==> config.mk <==
export PLATFORM = sky130hd
export DESIGN_NAME = if_fetch_unit
export DESIGN_NICKNAME = d
export VERILOG_FILES = /design/src/rtl/if_fetch_unit.sv
export SDC_FILE = /design/constraint.sdc
export NUM_CORES = 1
export LEC_CHECK = 0
export BUFFER_PORTS_ARGS = -buffer_cell sky130_fd_sc_hd__buf_2
export CAP_MARGIN = 0
export CORE_MARGIN = 4
export CORE_UTILIZATION = 29
export CTS_CLUSTER_SIZE = 14
export DETAILED_ROUTE_END_ITERATION = 7
export GPL_TIMING_DRIVEN = 0
export HOLD_SLACK_MARGIN = 0.15
export MAX_ROUTING_LAYER = met4
export PLACE_DENSITY = 0.5
export SLEW_MARGIN = 20
export SYNTH_ARGS = -nofsm -noshare
export SYNTH_HDL_FRONTEND = slang
export SYNTH_SLANG_ARGS = --single-unit
==> constraint.sdc <==
create_clock -name clk -period 2.42 [get_ports clk]
set_input_delay 0.484 -clock clk [delete_from_list [all_inputs] [get_ports clk]]
set_output_delay 0.484 -clock clk [all_outputs]
set_load 0.01 [all_outputs]
==> src/rtl/if_fetch_unit.sv <==
// IF stage: fetch PC, single-outstanding bus master, one-entry prefetch buffer,
// and the IF/ID register feeding the decoder. Handles branch redirects and flushes.
module if_fetch_unit #(
  parameter logic [29:0] RESET_VECTOR = 30'h0,
  parameter logic [31:0] NOP_INSN     = 32'h0
) (
  input  logic        clk,
  input  logic        reset,
  input  logic        stall,
  input  logic        flush,
  input  logic [29:0] new_pc,
  input  logic        br_taken,
  input  logic [29:0] br_addr,
  output logic        bus_req_,
  input  logic        bus_grant_,
  output logic [29:0] bus_addr,
  output logic        bus_as_,
  output logic        bus_rw,
  output logic [31:0] bus_wr_data,
  input  logic [31:0] bus_rd_data,
  input  logic        bus_rdy_,
  output logic [29:0] if_pc,
  output logic [31:0] if_insn,
  output logic        if_en
);

  typedef enum logic [1:0] {IDLE, REQ, ACCESS, WAIT} state_t;

  state_t      state;
  logic [29:0] fetch_pc;
  logic [29:0] buf_pc;
  logic [31:0] buf_insn;
  logic        buf_vld;
  logic        discard;

  logic        consume;
  logic        redirect;
  logic [29:0] redir_pc;
  logic [29:0] pc_eff;
  logic        complete;
  logic        accept;

  // Flush wins over a branch and ignores stall; a redirect also kills a same-cycle completion.
  always_comb begin
    consume  = if_en & ~stall;
    redirect = flush | (consume & br_taken);
    redir_pc = flush ? new_pc : br_addr;
    pc_eff   = redirect ? redir_pc : fetch_pc;
    complete = (state == WAIT) & ~bus_rdy_;
    accept   = complete & ~discard & ~redirect;
  end

  always_ff @(posedge clk or negedge reset) begin
    if (!reset) begin
      state       <= IDLE;
      fetch_pc    <= RESET_VECTOR;
      buf_pc      <= '0;
      buf_insn    <= '0;
      buf_vld     <= 1'b0;
      discard     <= 1'b0;
      bus_req_    <= 1'b1;
      bus_as_     <= 1'b1;
      bus_addr    <= '0;
      bus_rw      <= 1'b1;
      bus_wr_data <= '0;
      if_pc       <= RESET_VECTOR;
      if_insn     <= NOP_INSN;
      if_en       <= 1'b0;
    end else begin
      case (state)
        IDLE: begin
          if (!buf_vld) begin
            state    <= REQ;
            bus_req_ <= 1'b0;
          end
        end
        REQ: begin
          // A redirect landing on the grant edge is fetched directly, no discard needed.
          if (!bus_grant_) begin
            state    <= ACCESS;
            bus_addr <= pc_eff;
            bus_as_  <= 1'b0;
          end
        end
        ACCESS: begin
          state   <= WAIT;
          bus_as_ <= 1'b1;
        end
        WAIT: begin
          if (!bus_rdy_) begin
            state    <= IDLE;
            bus_req_ <= 1'b1;
          end
        end
        default: state <= IDLE;
      endcase

      if (redirect)
        fetch_pc <= redir_pc;
      else if (accept)
        fetch_pc <= fetch_pc + 30'd1;

      if (complete)
        discard <= 1'b0;
      else if (redirect && (state == ACCESS || state == WAIT))
        discard <= 1'b1;

      // A completion can only coincide with an empty buffer: the FSM idles while it is full.
      if (redirect) begin
        if_en   <= 1'b0;
        if_insn <= NOP_INSN;
        buf_vld <= 1'b0;
      end else if (accept && (!if_en || consume)) begin
        if_pc   <= bus_addr;
        if_insn <= bus_rd_data;
        if_en   <= 1'b1;
      end else if (accept) begin
        buf_vld  <= 1'b1;
        buf_pc   <= bus_addr;
        buf_insn <= bus_rd_data;
      end else if (consume && buf_vld) begin
        if_pc   <= buf_pc;
        if_insn <= buf_insn;
        if_en   <= 1'b1;
        buf_vld <= 1'b0;
      end else if (consume) begin
        if_en   <= 1'b0;
        if_insn <= NOP_INSN;
      end
    end
  end

endmodule

==> metrics, run 1 <==
drt pass-1 iters 6; Initial Utilization 29.67%; IO Pins 227; Syn Std Cell Area approximately 9200 sq um; vias per std cell roughly 4.9; unrepaired setup endpoints after global routing false; CTS sink cnt 191; top achievable clock speed 425.4 MHz; CP startpoint kind flop; EDFF count, synth 0; CP arrival 2640 ps; Synth area leader dfrtp_1; Synth-to-Final Area Change 26.02%; Die Span Y ~190 um; Total GRT Usage 16.79%; DRT antenna net count 0; clock slew at reported path FFs around 80 ps; Netlist cell types 62; cells after synthesis 869; Port Buffer Count approximately 190; Seq/Total Area, Yosys 52.15%; Pleak 5.877 nW; Setup violations, final 0; Final nets ~1,200; first-pass GRT wire length 43,750 um; Post-DP HPWL 21,130 um; # rows 64; Rel. slew slack about two fifths; Synth top area share between 50 and 60%; layout filler cell count 3,152; worst setup path class flop to flop; Max stage delay on crit path between 600 and 700 ps; H-Tree Level Count 4; Hold Path Depth 2; Worst path slowest cell o31ai_1; max-slew violation count 0; Post-synth top flop dfrtp_1; count leader, synth dfrtp_1; final core utilization 37.39%; Total Wirelength around 29,000 um; total CTS buffers 17; vias in the first global route between 7,000 and 8,000; die area 34,530 sq um; Die X-Extent between 150 and 200 um; layout cells sized above 1 33.27%; Tot Pwr 9.671 mW; DR WL/cell 18.65 um; FFs w/ async S/R, synth 100.0%; worst skew pair latency 440 ps; CP Data Required Time 2710 ps; CP max FO 10; max cap viols 0; peak supply drop 0.0005392 V; grt ovf 0; status completed; R2R cell count 5; crit end category flop; dpl cell area 10,810 sq um; Slew @ Worst Pin 869.5 ps; period utilization 97.14%; power per cell area 836.9 nW/um^2; pin count of the biggest net entering global routing between 70 and 80; routability cong. 0.9202; via count 7,545; Fin. Hold Viols 0; final setup skew 11.19 ps; core area 30,910 sq um; commonest cells in the netlist dfrtp_1, nand2_1, a21oi_1, mux2_2, nor2_1; CTS tree built; synth warn 33; post-synthesis average cell area 10.55 sq um; min Tclk post-route 2351 ps; buffers from clock root to sink, at most 2; initial antenna violation count 2; DRC 0; 1st-iter DRT viols 594; FF+latch count, synth 191; Synth area leaders dfrtp_1, mux2_2, mux2i_1; HP Class primary input to flop; cells along the critical path clkbuf_1, nand3b_1, clkbuf_1, o31ai_1, o31ai_1; fin area 11,560 sq um; CTS root buffer clkbuf_16
==> kinds of logic after synthesis <==
kind of cell    Yosys count  synth area share (%)
simple gates            215                 11.31
compound gates          211                 15.05
flops                   191                 52.15
buf+inv                 130                 7.395
mux                     100                 11.80
xor+xnor                 15                 1.433
fa+ha+maj                 6                0.8186
other cells               1               0.04089
==> routing by layer <==
metal / wire [um] / track usage [%] / vias to the layer above
met2: 13110 / 25.06 / 254
met1: 13600 / 23.70 / 3704
met5: 0 / - / -
li1: - / - / 3570
met4: 267 / 4.139 / 0
met3: 1625 / 3.146 / 17
==> path summary, 6_finish.rpt <==
check	start	to	slack, ps
worst max register to register	if_en	bus_addr[1]	70
worst max-delay path	if_en	bus_addr[1]	70
worst min register to register	buf_pc[1]	buf_pc[1]	490
max in group asynchronous	reset	bus_req_	1090
worst min-delay path	bus_grant_	bus_as_	230
min in group asynchronous	reset	buf_insn[23]	560
==> cells in the final DEF (no fill, tap or decap), types with 4 or more instances in the layout <==
cell type | synthesis | layout
clkbuf_1 | 30 | 18
buf_4 | 36 | 44
nor4_1 | 6 | 5
mux2_2 | 57 | 57
conb_1 | 1 | 33
ha_1 | 6 | 5
a21o_1 | 9 | 9
nand2b_1 | 8 | 8
a21boi_0 | 5 | 5
clkbuf_2 | 0 | 12
inv_1 | 40 | 40
a222oi_1 | 33 | 33
and3_1 | 7 | 7
mux2_1 | 8 | 8
o21ai_0 | 52 | 52
nand3_1 | 8 | 8
a31oi_1 | 9 | 9
xor2_1 | 4 | 4
buf_2 | 17 | 206
a22oi_1 | 4 | 4
nor2b_1 | 4 | 4
clkbuf_16 | 0 | 17
xnor2_1 | 11 | 11
o31ai_1 | 12 | 12
buf_6 | 3 | 5
nand2_1 | 79 | 79
a21oi_1 | 65 | 65
nor3_1 | 12 | 10
nor2_1 | 57 | 57
o21a_1 | 5 | 5
nand4_1 | 13 | 13
mux2i_1 | 35 | 34
dfrtp_1 | 189 | 189
==> timing repair <==
item,CTS,global route
endpoints found under the setup margin,131,90
pin swaps,1,0
hold endpoints to repair,54,0
hold buffers,1,0
gates resized for setup,9,24
setup buffers,4,4
==> power by group <==
| group | internal, mW | leakage (nW) | total (mW) | switching [mW] |
|---|---|---|---|---|
| registers | 3.81 | 2.52 | 4.34 | 0.532 |
| logic | 1.00 | 3.07 | 2.41 | 1.41 |
| clock network | 1.52 | 0.289 | 2.92 | 1.39 |
==> sequential cells by signal (all words and copies together), names as in the netlist <==
signal / cells
buf_insn: 32
buf_pc: 30
buf_vld: 1
bus_addr: 30
bus_as_: 1
bus_req_: 1
discard: 1
fetch_pc: 30
if_en: 1
if_insn: 32
if_pc: 30
state: 2
==> through the flow <==
| stage | hold WS [ps] | setup TNS [ps] | setup WS, ps | cells |
|---|---|---|---|---|
| 2_1_floorplan | 188.4 | 0 | 341.4 | 901 |
| 3_3_place_gp | 467.5 | -517510 | -2615 | 1489 |
| 3_5_place_dp | 450.2 | -27690 | -491.9 | 1491 |
| 4_1_cts | 206.8 | 0 | 2.605 | 1528 |
| 5_1_grt | 218.4 | 0 | 11.13 | 1534 |
| 6_report | 230.0 | 0 | 69.12 | 1534 |
==> area by class of cell <==
cell class                      count  area (sq um)  share of cell area, %
Antenna cell                        2         5.005                0.04331
Buffer                             90         555.5                  4.807
Clock buffer                       19         452.9                  3.919
Clock inverter                     13         147.6                  1.278
Inverter                           40         150.1                  1.299
Multi-Input combinational cell    580          3871                  33.50
Sequential cell                   191          4782                  41.38
Tap cell                          396         495.5                  4.288
Timing Repair Buffer              203          1096                  9.485
==> critical path: cells and delay by family, from the launching register on <==
kind                   cells  cell delay, ps
DFF                        1             360
and+or+nand+nor            1             270
buffers and inverters      2             750
AOI/OAI and AO/OA          2             820
(Power assumes the default switching activity.)
==> inputs of run 2 (changes only) <==
--- a/config.mk
+++ b/config.mk
@@ -14,7 +14,6 @@
 export GPL_TIMING_DRIVEN = 0
 export HOLD_SLACK_MARGIN = 0.15
 export MAX_ROUTING_LAYER = met4
-export PLACE_DENSITY = 0.5
 export SLEW_MARGIN = 20
 export SYNTH_ARGS = -nofsm -noshare
 export SYNTH_HDL_FRONTEND = slang
==> metrics, run 2 (synthesis gave the netlist of run 1 again) <==
CTS sink cnt 191; Initial Utilization roughly 30%; final setup skew 18.08 ps; worst r2r src state[0]; drt pass-1 iters 8; die area between 30,000 and 40,000 sq um; layout filler cell count between 3,000 and 4,000; most frequent cells in the layout buf_2, dfrtp_1, nand2_1, a21oi_1, mux2_2; IO Pins ~230; # rows 64; CP Data Required Time 2730 ps; top achievable clock speed about 440 MHz; R2R cell count 8; 1st-iter DRT viols 639; pin count of the biggest net entering global routing 85; cells along the critical path ha_2, or3b_1, clkbuf_4, nor3_1, buf_4, buf_4, mux2i_1, a21oi_1; initial antenna violation count 1; Tot Pwr 9.724 mW; Rel. slew slack 44.35%; layout cells sized above 1 between 30% and 40%; CP max FO 10; most common cell after layout, fill and taps aside buf_2; Post-DP HPWL approximately 21,000 um; Cells after DPL 1,491; unrepaired setup endpoints after global routing false; max cap viols 0; HP Class primary input to flop; peak supply drop 0.0004519 V; buffers from clock root to sink, at most 2; DRC 0; H-Tree Level Count 4; Max stage delay on crit path 380 ps; power per cell area 836.6 nW/um^2; Die X-Extent 185.8 um; Worst path slowest cell dfrtp_1; CTS tree built; Fin. Hold Viols 0; first-pass GRT wire length approximately 43,000 um; status completed; routability cong. around 0.91; Port Buffer Count 192; core area 30,910 sq um; Min Hold Slack 227.6 ps; Worst R2R Setup Slack 120 ps; CTS root buffer clkbuf_16; RR Endpoint if_pc[20]; Die Span Y 185.8 um; most frequent CP cell buf_4; Synth-to-Final Area Change 26.76%; max-slew violation count 0; DR WL/cell 18.42 um; total CTS buffers 17; Total GRT Usage 16.36%; Worst Setup EP if_pc[20]; crit end category flop; vias in the first global route 7,371; worst skew pair latency 440 ps; Pleak 5.890 nW; setup TNS 0 ps; Layout Cells excl Fill approximately 1,500; worst setup path start state[0]; Slew @ Worst Pin 834.8 ps; clock slew at reported path FFs 80 ps; CP startpoint kind flop; period utilization 94.96%; via count 7,600; DRT antenna net count 0; min Tclk post-route 2298 ps; grt ovf 0; Total Wirelength 28,230 um; Setup violations, final 0; Final nets between 1,000 and 1,500; vias per std cell 4.958; CP arrival 2610 ps; biggest regs buf_insn: 32 flops, if_insn: 32 flops; worst setup path class flop to flop
[run 2: through the flow]
stage	area [sq um]	worst slack [ps]	utilization, %
after floorplan	9290	341.4	-
after global placement	10750	-2449	34.77
after detailed placement	10810	-456.8	34.98
after CTS	11550	7.988	37.37
after global routing	11620	18.22	37.61
final	11620	122.1	37.61
[run 2: final cells by class]
type / count / area (sq um) / area share [%]
sequential: 191 / 4782 / 41.14
inverter: 40 / 150.1 / 1.292
tap: 396 / 495.5 / 4.263
timing repair buffer: 203 / 1109 / 9.537
clock inverter: 15 / 206.4 / 1.776
multi-input combinational: 580 / 3896 / 33.52
clock buffer: 17 / 425.4 / 3.660
buffer: 90 / 556.8 / 4.790
antenna: 1 / 2.502 / 0.02153
[run 2: worst min-delay path by stage]
stage | startpoint | endpoint | slack, ps | depth (start not counted)
floorplan | reset | buf_insn[0] | 190 | 0
global placement | buf_pc[0] | buf_pc[0] | 470 | 1
detailed placement | reset | if_insn[29] | 360 | 1
CTS | bus_grant_ | bus_as_ | 200 | 2
global route | bus_grant_ | bus_as_ | 230 | 2
finish | bus_grant_ | bus_as_ | 230 | 2
[run 2: where the power goes]
part,leakage [nW],switching (mW),internal [mW]
registers,2.52,0.547,3.81
logic,3.07,1.40,1.00
clock network,0.304,1.53,1.44
total,5.89,3.48,6.25
[run 2: what timing repair did]
action                                  CTS  global route
gates resized for setup                  14            22
pin swaps                                 1             0
hold endpoints to repair                 27             0
setup buffers                             4             4
endpoints found under the setup margin  121            75
hold buffers                              1             0
[run 2: routing by layer]
layer | vias to the layer above | track usage, % | wire, um
li1 | 3564 | - | -
met1 | 3734 | 22.01 | 12820
met2 | 271 | 25.44 | 13120
met3 | 31 | 3.049 | 1786
met4 | 0 | 4.605 | 515
met5 | - | - | 0
[run 2: critical path: cells and delay by family, from the launching register on]
kind            cells  cell delay [ps]
flops               1              380
buf+inv             3              670
simple gates        2              540
mux                 1              240
compound gates      1               90
fa+ha+maj           1              240
==> inputs of run 3 (changes only) <==
--- a/config.mk
+++ b/config.mk
@@ -6,7 +6,7 @@
 export NUM_CORES = 1
 export LEC_CHECK = 0
 export BUFFER_PORTS_ARGS = -buffer_cell sky130_fd_sc_hd__buf_2
-export CAP_MARGIN = 0
+export CAP_MARGIN = 20
 export CORE_MARGIN = 4
 export CORE_UTILIZATION = 29
 export CTS_CLUSTER_SIZE = 14
==> constraint.sdc (replaced) <==
create_clock -name clk -period 2.6 [get_ports clk]
set_input_delay 0.52 -clock clk [delete_from_list [all_inputs] [get_ports clk]]
set_output_delay 0.52 -clock clk [all_outputs]
set_load 0.01 [all_outputs]
==> metrics, run 3 (synthesis gave the netlist of run 1 again) <==
status completed; Final nets 1,223; biggest regs buf_insn: 32 flops, if_insn: 32 flops; CP arrival 2740 ps; IO Pins between 200 and 250; final setup skew 16.60 ps; vias in the first global route roughly 7,300; layout cells sized above 1 31.83%; Layout Cells excl Fill ~1,500; core area 30,910 sq um; Hold Crit Start bus_grant_; max cap viols 0; Synth-to-Final Area Change 25.57%; Setup violations, final 0; Slew @ Worst Pin between 900 and 1000 ps; Post-DP HPWL 20,900 um; CTS root buffer clkbuf_16; CTS tree built; CP startpoint kind flop; pin count of the biggest net entering global routing 85; # rows between 60 and 70; worst r2r src state[0]; total CTS buffers 17; peak supply drop 0.0004233 V; Total Wirelength around 28,000 um; Hold Path Depth 2; Fin. Hold Viols 0; Port Buffer Count 192; worst setup path class flop to flop; clock slew at reported path FFs 70 ps; dpl cell area 10,810 sq um; Die Span Y 185.8 um; Tot Pwr roughly 9 mW; top achievable clock speed 409.7 MHz; grt ovf 0; most frequent cells in the layout buf_2, dfrtp_1, nand2_1, a21oi_1; fin area 11,510 sq um; Hold Path Sink bus_as_; R2R cell count 8; Pleak 5.813 nW; Initial Utilization roughly 30%; most frequent CP cell clkbuf_4; HP Class primary input to flop; H-Tree Level Count 4; vias per std cell slightly below 5; Worst path slowest cell dfrtp_1; DRC 0; Final Worst Setup Slack 159.1 ps; layout filler cell count 3,121; Rel. slew slack between 30% and 40%; Cells after DPL 1,491; Die X-Extent 185.8 um; cells along the critical path ha_1, or3b_1, clkbuf_4, nor3_1, clkbuf_4, buf_6, mux2i_2, a21oi_1; crit end category flop; buffers from clock root to sink, at most 2; via count 7,569; min Tclk post-route 2441 ps; period utilization 93.88%; die area 34,530 sq um; routability cong. 0.9097; max-slew violation count 0; Total GRT Usage 16.31%; initial antenna violation count 1; Worst R2R Setup Slack 160 ps; unrepaired setup endpoints after global routing false; pre-CTS setup slack -309.5 ps; CP max FO 10; Max stage delay on crit path 380 ps; most common cell after layout, fill and taps aside buf_2; CTS sink cnt 191; drt pass-1 iters 6; power per cell area 783.8 nW/um^2; CP Data Required Time just under 3000 ps; worst skew pair latency 440 ps; DRT antenna net count 0; 1st-iter DRT viols 652; RR Endpoint if_pc[9]; first-pass GRT wire length 42,670 um; DR WL/cell 18.35 um
[run 3: changes by cell type in the layout (fill, tap and decap cells not counted), moves of 2 or more]
cell      delta
buf_4        -8
clkbuf_1     +8
clkbuf_2     -7
o31ai_1      +2
o31ai_2      -2
clkbuf_4     +2
[run 3: how the worst max path moves through the flow]
| stage | startpoint | endpoint | depth (start not counted) |
|---|---|---|---|
| after floorplan | state[0] | fetch_pc[5] | 7 |
| after global placement | reset | if_pc[15] | 1 |
| after detailed placement | bus_rdy_ | if_pc[12] | 7 |
| after CTS | state[0] | if_pc[9] | 8 |
| after global routing | state[0] | buf_pc[12] | 6 |
| final | state[0] | if_pc[9] | 8 |
[run 3: metal layers]
metal  wire length (um)  part of all wire (%)  track usage (%)  vias up
li1                   -                     -                -     3550
met1              12690                    45            21.90     3711
met2              13000                    46            25.42      271
met3               1803                   6.4            3.049       37
met4                552                   2.0            4.518        0
met5                  0                     0                -        -
[run 3: cell type report]
class	count	area, sq um	share of cell area, %
well taps	396	495.5	4.303
plain buffers	90	538.0	4.672
clock buffers	17	425.4	3.694
clock inverters	15	206.4	1.793
flip-flops and latches	191	4782	41.53
inverters	40	150.1	1.304
diodes	1	2.502	0.02173
repair buffers	198	1059	9.193
multi-input cells	580	3856	33.49
[run 3: stage by stage]
stage	hold slack [ps]	utilization, %	setup TNS (ps)
after detailed placement	397.8	34.98	-8509
after floorplan	224.4	-	0
after global placement	466.7	34.77	-443270
final	260.2	37.25	0
after CTS	236.9	37.13	0
after global routing	267.2	37.25	0
[run 3: repair_timing]
action / CTS / global route
endpoints found under the hold margin: 27 / 0
setup endpoints to repair: 40 / 87
buffers inserted: 0 / 3
hold buffers: 1 / 0
gates resized for setup: 5 / 4
pin swaps: 0 / 1
[run 3: power by group]
part	switching (mW)	internal, mW	leakage [nW]
Combinational	1.30	0.923	2.99
Clock	1.42	1.34	0.304
Sequential	0.498	3.55	2.52
[run 3: critical path: cells and delay by family, from the launching register on]
family / cells / cell delay [ps]
muxes: 1 / 290
buffers and inverters: 3 / 710
adders and majority gates: 1 / 270
and+or+nand+nor: 2 / 550
AOI/OAI and AO/OA: 1 / 100
DFF: 1 / 380
